## src/rtl/dm_result_reader.sv

```systemverilog
// Reads a 3-word header (total_i/j/k) from data memory, then streams i*k result
// words through a 2-entry FIFO. Build option RESULT_CHECKSUM_EN appends a 16-bit sum word.
module dm_result_reader #(
  parameter logic [15:0] HDR_BASE = 16'd0
) (
  input  logic        clk,
  input  logic        rst_n,
  input  logic        start,
  output logic        dm_rd_en,
  output logic [15:0] dm_addr,
  input  logic [15:0] dm_output_data,
  output logic [15:0] out_data,
  output logic        out_valid,
  input  logic        out_ready,
  output logic        out_last,
  output logic        busy,
  output logic        done,
  output logic        err
);

  // state    | meaning
  // S_IDLE   | waiting for start
  // S_HDR    | header reads at HDR_BASE..+2, last cycle latches total_k
  // S_CALC   | derive base/count, range check
  // S_STREAM | issue result reads under FIFO credit
  // S_DRAIN  | all reads issued, emptying FIFO (plus checksum word)
  // S_FIN    | done pulse
  typedef enum logic [2:0] {S_IDLE, S_HDR, S_CALC, S_STREAM, S_DRAIN, S_FIN} state_t;

  state_t      state, state_nxt;
  logic [1:0]  hdr_cnt;
  logic [15:0] tot_i, tot_j, tot_k;
  logic [15:0] rd_addr, addr_hold;
  logic [16:0] rd_rem;
  logic        strm_d1;
  logic [31:0] base_c, count_c, end_c;
  logic        calc_err;
  logic        pop, push, push_last, cks_push;
  logic [15:0] push_data;
  logic [1:0]  occ, occ_after_pop, credit_used;
  logic        wr_ptr, rd_ptr;
  logic [15:0] fifo_data [2];
  logic        fifo_last [2];
`ifdef RESULT_CHECKSUM_EN
  logic [15:0] cks_sum;
  logic        cks_done;
`else
  logic        last_d1;
`endif

  assign base_c   = 32'(HDR_BASE) + 32'd3 + 32'(tot_i) * 32'(tot_j) + 32'(tot_j) * 32'(tot_k);
  assign count_c  = 32'(tot_i) * 32'(tot_k);
  assign end_c    = base_c + count_c - 32'd1;
  assign calc_err = (count_c != 32'd0) && (end_c > 32'h0000_FFFF);

  assign out_valid     = (occ != 2'd0);
  assign out_data      = fifo_data[rd_ptr];
  assign out_last      = out_valid & fifo_last[rd_ptr];
  assign pop           = out_valid & out_ready;
  assign occ_after_pop = occ - {1'b0, pop};
  // Word arriving this cycle still needs a FIFO slot, so it counts against the credit.
  assign credit_used   = occ_after_pop + {1'b0, strm_d1};
  assign busy          = (state != S_IDLE) && (state != S_FIN);
  assign done          = (state == S_FIN);

  always_ff @(posedge clk or negedge rst_n) begin
    if (!rst_n) state <= S_IDLE;
    else        state <= state_nxt;
  end

  always_comb begin
    state_nxt = state;
    dm_rd_en  = 1'b0;
    dm_addr   = addr_hold;
    cks_push  = 1'b0;
    case (state)
      S_IDLE: if (start) state_nxt = S_HDR;
      S_HDR: begin
        if (hdr_cnt != 2'd3) begin
          dm_rd_en = 1'b1;
          dm_addr  = HDR_BASE + 16'(hdr_cnt);
        end else begin
          state_nxt = S_CALC;
        end
      end
      S_CALC: begin
        if (calc_err)               state_nxt = S_FIN;
        else if (count_c != 32'd0)  state_nxt = S_STREAM;
`ifdef RESULT_CHECKSUM_EN
        else                        state_nxt = S_DRAIN;
`else
        else                        state_nxt = S_FIN;
`endif
      end
      S_STREAM: begin
        if (credit_used < 2'd2) begin
          dm_rd_en = 1'b1;
          dm_addr  = rd_addr;
          if (rd_rem == 17'd1) state_nxt = S_DRAIN;
        end
      end
      S_DRAIN: begin
`ifdef RESULT_CHECKSUM_EN
        if (!cks_done && !strm_d1 && (occ_after_pop < 2'd2)) cks_push = 1'b1;
`endif
        if (pop && out_last) state_nxt = S_FIN;
      end
      S_FIN:   state_nxt = S_IDLE;
      default: state_nxt = S_IDLE;
    endcase
  end

  always_ff @(posedge clk or negedge rst_n) begin
    if (!rst_n) begin
      hdr_cnt   <= '0;
      tot_i     <= '0;
      tot_j     <= '0;
      tot_k     <= '0;
      rd_addr   <= '0;
      rd_rem    <= '0;
      strm_d1   <= 1'b0;
      addr_hold <= '0;
      err       <= 1'b0;
    end else begin
      strm_d1 <= (state == S_STREAM) && dm_rd_en;
      if (dm_rd_en) addr_hold <= dm_addr;
      case (state)
        S_IDLE: begin
          hdr_cnt <= '0;
          if (start) err <= 1'b0;
        end
        S_HDR: begin
          if (hdr_cnt != 2'd3) hdr_cnt <= hdr_cnt + 2'd1;
          case (hdr_cnt)
            2'd1:    tot_i <= dm_output_data;
            2'd2:    tot_j <= dm_output_data;
            2'd3:    tot_k <= dm_output_data;
            default: ;
          endcase
        end
        S_CALC: begin
          rd_addr <= base_c[15:0];
          rd_rem  <= count_c[16:0];
          if (calc_err) err <= 1'b1;
        end
        S_STREAM: begin
          if (dm_rd_en) begin
            rd_addr <= rd_addr + 16'd1;
            rd_rem  <= rd_rem - 17'd1;
          end
        end
        default: ;
      endcase
    end
  end

`ifdef RESULT_CHECKSUM_EN
  always_ff @(posedge clk or negedge rst_n) begin
    if (!rst_n) begin
      cks_sum  <= '0;
      cks_done <= 1'b0;
    end else if (state == S_IDLE && start) begin
      cks_sum  <= '0;
      cks_done <= 1'b0;
    end else begin
      if (strm_d1)  cks_sum  <= cks_sum + dm_output_data;
      if (cks_push) cks_done <= 1'b1;
    end
  end
  assign push_data = cks_push ? cks_sum : dm_output_data;
  assign push_last = cks_push;
`else
  always_ff @(posedge clk or negedge rst_n) begin
    if (!rst_n) last_d1 <= 1'b0;
    else        last_d1 <= (state == S_STREAM) && dm_rd_en && (rd_rem == 17'd1);
  end
  assign push_data = dm_output_data;
  assign push_last = last_d1;
`endif

  assign push = strm_d1 | cks_push;

  always_ff @(posedge clk or negedge rst_n) begin
    if (!rst_n) begin
      fifo_data[0] <= '0;
      fifo_data[1] <= '0;
      fifo_last[0] <= 1'b0;
      fifo_last[1] <= 1'b0;
      wr_ptr       <= 1'b0;
      rd_ptr       <= 1'b0;
      occ          <= '0;
    end else begin
      if (push) begin
        fifo_data[wr_ptr] <= push_data;
        fifo_last[wr_ptr] <= push_last;
        wr_ptr            <= ~wr_ptr;
      end
      if (pop) rd_ptr <= ~rd_ptr;
      occ <= occ + {1'b0, push} - {1'b0, pop};
    end
  end

endmodule
```

## config.mk

```make
export PLATFORM = sky130hd
export DESIGN_NAME = dm_result_reader
export DESIGN_NICKNAME = d
export VERILOG_FILES = /design/src/rtl/dm_result_reader.sv
export SDC_FILE = /design/constraint.sdc
export NUM_CORES = 2
export LEC_CHECK = 0
export CAP_MARGIN = 20
export CORE_MARGIN = 2
export CORE_UTILIZATION = 40
export DETAILED_ROUTE_END_ITERATION = 8
export GPL_TIMING_DRIVEN = 1
export REMOVE_ABC_BUFFERS = 1
export SKIP_CTS_REPAIR_TIMING = 1
export SLEW_MARGIN = 20
export SYNTH_ARGS = -nofsm -noshare
export SYNTH_HDL_FRONTEND = slang
export SYNTH_SLANG_ARGS = --single-unit
```

## constraint.sdc

```tcl
create_clock -name clk -period 21.1 [get_ports clk]
set_clock_uncertainty 0.05 [all_clocks]
set_input_delay 4.22 -clock clk [delete_from_list [all_inputs] [get_ports clk]]
set_output_delay 4.22 -clock clk [all_outputs]
set_load 0.05 [all_outputs]
```

==> run metrics <==
Setup WS post-layout 8.87 ns; HP Class reg2reg; Placement Setup Slack 8.98 ns; CP peak stage delay 0.82 ns; worst-path fanout max 31; P&R area growth vs syn 6.39%; Yosys reg bits 143; critical-path cell with the highest stage delay clkdlybuf4s50_1; gr usage total 0.202; H-tree levels 4; CP Launch Type input port; top cells by count, synth inv_1, fa_1, and2_1; placed instance count 4938; status complete, no violations; mux cell area share after synthesis 0.0335; Die Wd 302 um; RSZ-0062 raised after global routing false; Post-synth EDFFs 0; worst reg2reg setup slack 9.83 ns; clock-pin slew on the worst setup and hold paths 0.06 ns; worst-skew pair later-pin latency 0.46 ns; Final Cycle Share 0.580; post-synthesis cell area 35400 sq um; CTS Sinks 143; vias in the first global route 26400; Netlist cell types 96; synth warn 0; I/O pin count 58; Post-Syn Instances 3862; Starting Density 0.402; total of max-cap violations 0; CP Cell Sequence clkdlybuf4s50_1, and2_1, ha_1, inv_1, ha_1, xnor2_1, xnor2_1, mux2i_1, nand2_1, a22o_1, clkdlybuf4s50_1; pin count of the biggest net entering global routing 75; main combinational cell family by area after synthesis adder cells; adder-cell area share of the yosys netlist 0.492; fin. max-slew vios 0; synth top area cells fa_1, ha_1, dfrtp_1, and2_1, inv_1; reg2reg end state[2]; CP endpoint kind output port; worst slew pin tran 0.991 ns; CTS Root Cell clkbuf_16; crit path time final 12.23 ns; DIE HEIGHT 302 um; vias per cell 5.07; WHS Path Cells 2; worst hold endpoint addr_hold[1]; Worst R2R Start tot_k[8]; WP data required 16.83 ns; Synth Area per Inst 9.17 sq um; post-route cell area 37700 sq um; setup violators final 0; crit path kind in2out; compound-cell area share of the yosys netlist 0.0748; Worst EP arrival 7.96 ns; Seq/Total Area, Yosys 0.101; worst-case reg-to-reg path depth 37; top-count cell post-synth inv_1; first-pass GRT wire length 145 mm; clk buf depth 2; Placer Congestion 0.845; ys async rst share 1.00; Yosys top cell area share 0.364; Post-DP HPWL 67.2 mm; final WL 87.8 mm; vias 25200; Final Hold Viols 0; num rows 109; Top FF cell, synth dfrtp_1; simple-gate share of the synthesized area 0.166; DR iter-0 viols 1576; FMAX 81.8 MHz; TritonCTS Buffers 17; initial antenna violation count 0; core footprint 88100 sq um; Placed Area 37000 sq um; I/O Buffers 57; Layout Cells excl Fill 4971; Final ANT Viol Nets 0; Initial DRT Pass Iterations 6; # fillers 8736; die area 90900 sq um; TritonCTS clock tree built; grt total ovfl 0; Final #Nets 4818; number of remaining DRC errors 0; Rel. slew slack 0.339; routed length per placed instance 17.7 um; Synth area leader fa_1; Setup Total Neg Slack 0 ns; Synth Area in XOR/XNOR 0.0173; share of cells above drive strength 1 0.0602; Hold Path Origin addr_hold[1]
area by class of cell:
cell class	count	area, sq um	area share
multi-input combinational	2646	27700	0.736
sequential	143	3580	0.0951
inverter	874	3280	0.0871
tap	1165	1460	0.0387
timing repair buffer	110	973	0.0258
clock buffer	18	439	0.0117
clock inverter	14	189	0.00502
antenna	1	2.50	0.0000664
registers in the layout, summed over array words and instances (netlist names):
name	count
rd_rem	17
last_d1	1
occ	2
err	1
rd_ptr	1
hdr_cnt	2
push	1
fifo_data	32
tot_j	16
tot_i	16
tot_k	16
rd_addr	16
addr_hold	16
wr_ptr	1
fifo_last	2
state	3
cells in the final DEF, fill, tap and decap left out, types with 21 or more instances in the layout:
cell type / instances
a21o_1: 35
buf_4: 52
inv_1: 874
dfrtp_1: 139
mux2_2: 101
nor3_1: 22
nand2_1: 301
ha_1: 363
and2_1: 561
a22o_1: 40
fa_1: 643
xnor2_1: 35
o21ai_0: 76
xor2_1: 33
nand3_1: 21
clkdlybuf4s50_1: 56
nor2_1: 62
a21oi_1: 98
layer usage:
layer	up-vias	share of wire	track usage	wire length, um
met1	13000	0.46	0.286	40200
met2	500	0.48	0.336	42100
met3	81	0.036	0.0159	3200
met4	0	0.026	0.0506	2310
met5	-	0	0	0
li1	11600	-	-	-
worst max-delay path by stage:
stage                   start         end  cells after the start
finish              out_ready  dm_addr[3]                     11
global route        out_ready  dm_addr[0]                     12
CTS                 out_ready  dm_addr[0]                     12
detailed placement  out_ready  dm_addr[0]                     12
global placement    out_ready  dm_addr[0]                     12
floorplan           out_ready  dm_addr[0]                      9
stage by stage:
stage | util | hold slack (ns)
floorplan | - | 0.390
global placement | 0.420 | 0.410
detailed placement | 0.420 | 0.411
CTS | 0.427 | 0.426
global route | 0.428 | 0.463
finish | 0.428 | 0.427
kinds of logic after synthesis:
| family | Yosys count |
|---|---|
| compound gates | 386 |
| xor+xnor | 69 |
| fa+ha+maj | 1006 |
| buf+inv | 1073 |
| flops | 143 |
| mux | 106 |
| simple gates | 1079 |
critical path: cells and delay by family:
| kind | cells | cell delay, ns |
|---|---|---|
| AOI/OAI and AO/OA | 1 | 0.28 |
| xor gates and xnor gates | 2 | 0.69 |
| adders and majority gates | 2 | 0.46 |
| buffers and inverters | 3 | 1.25 |
| muxes | 1 | 0.16 |
| and+or+nand+nor | 2 | 0.91 |
Power is not shown: default switching activity piles up to over one toggle a cycle in this logic, so the estimate is an artifact.
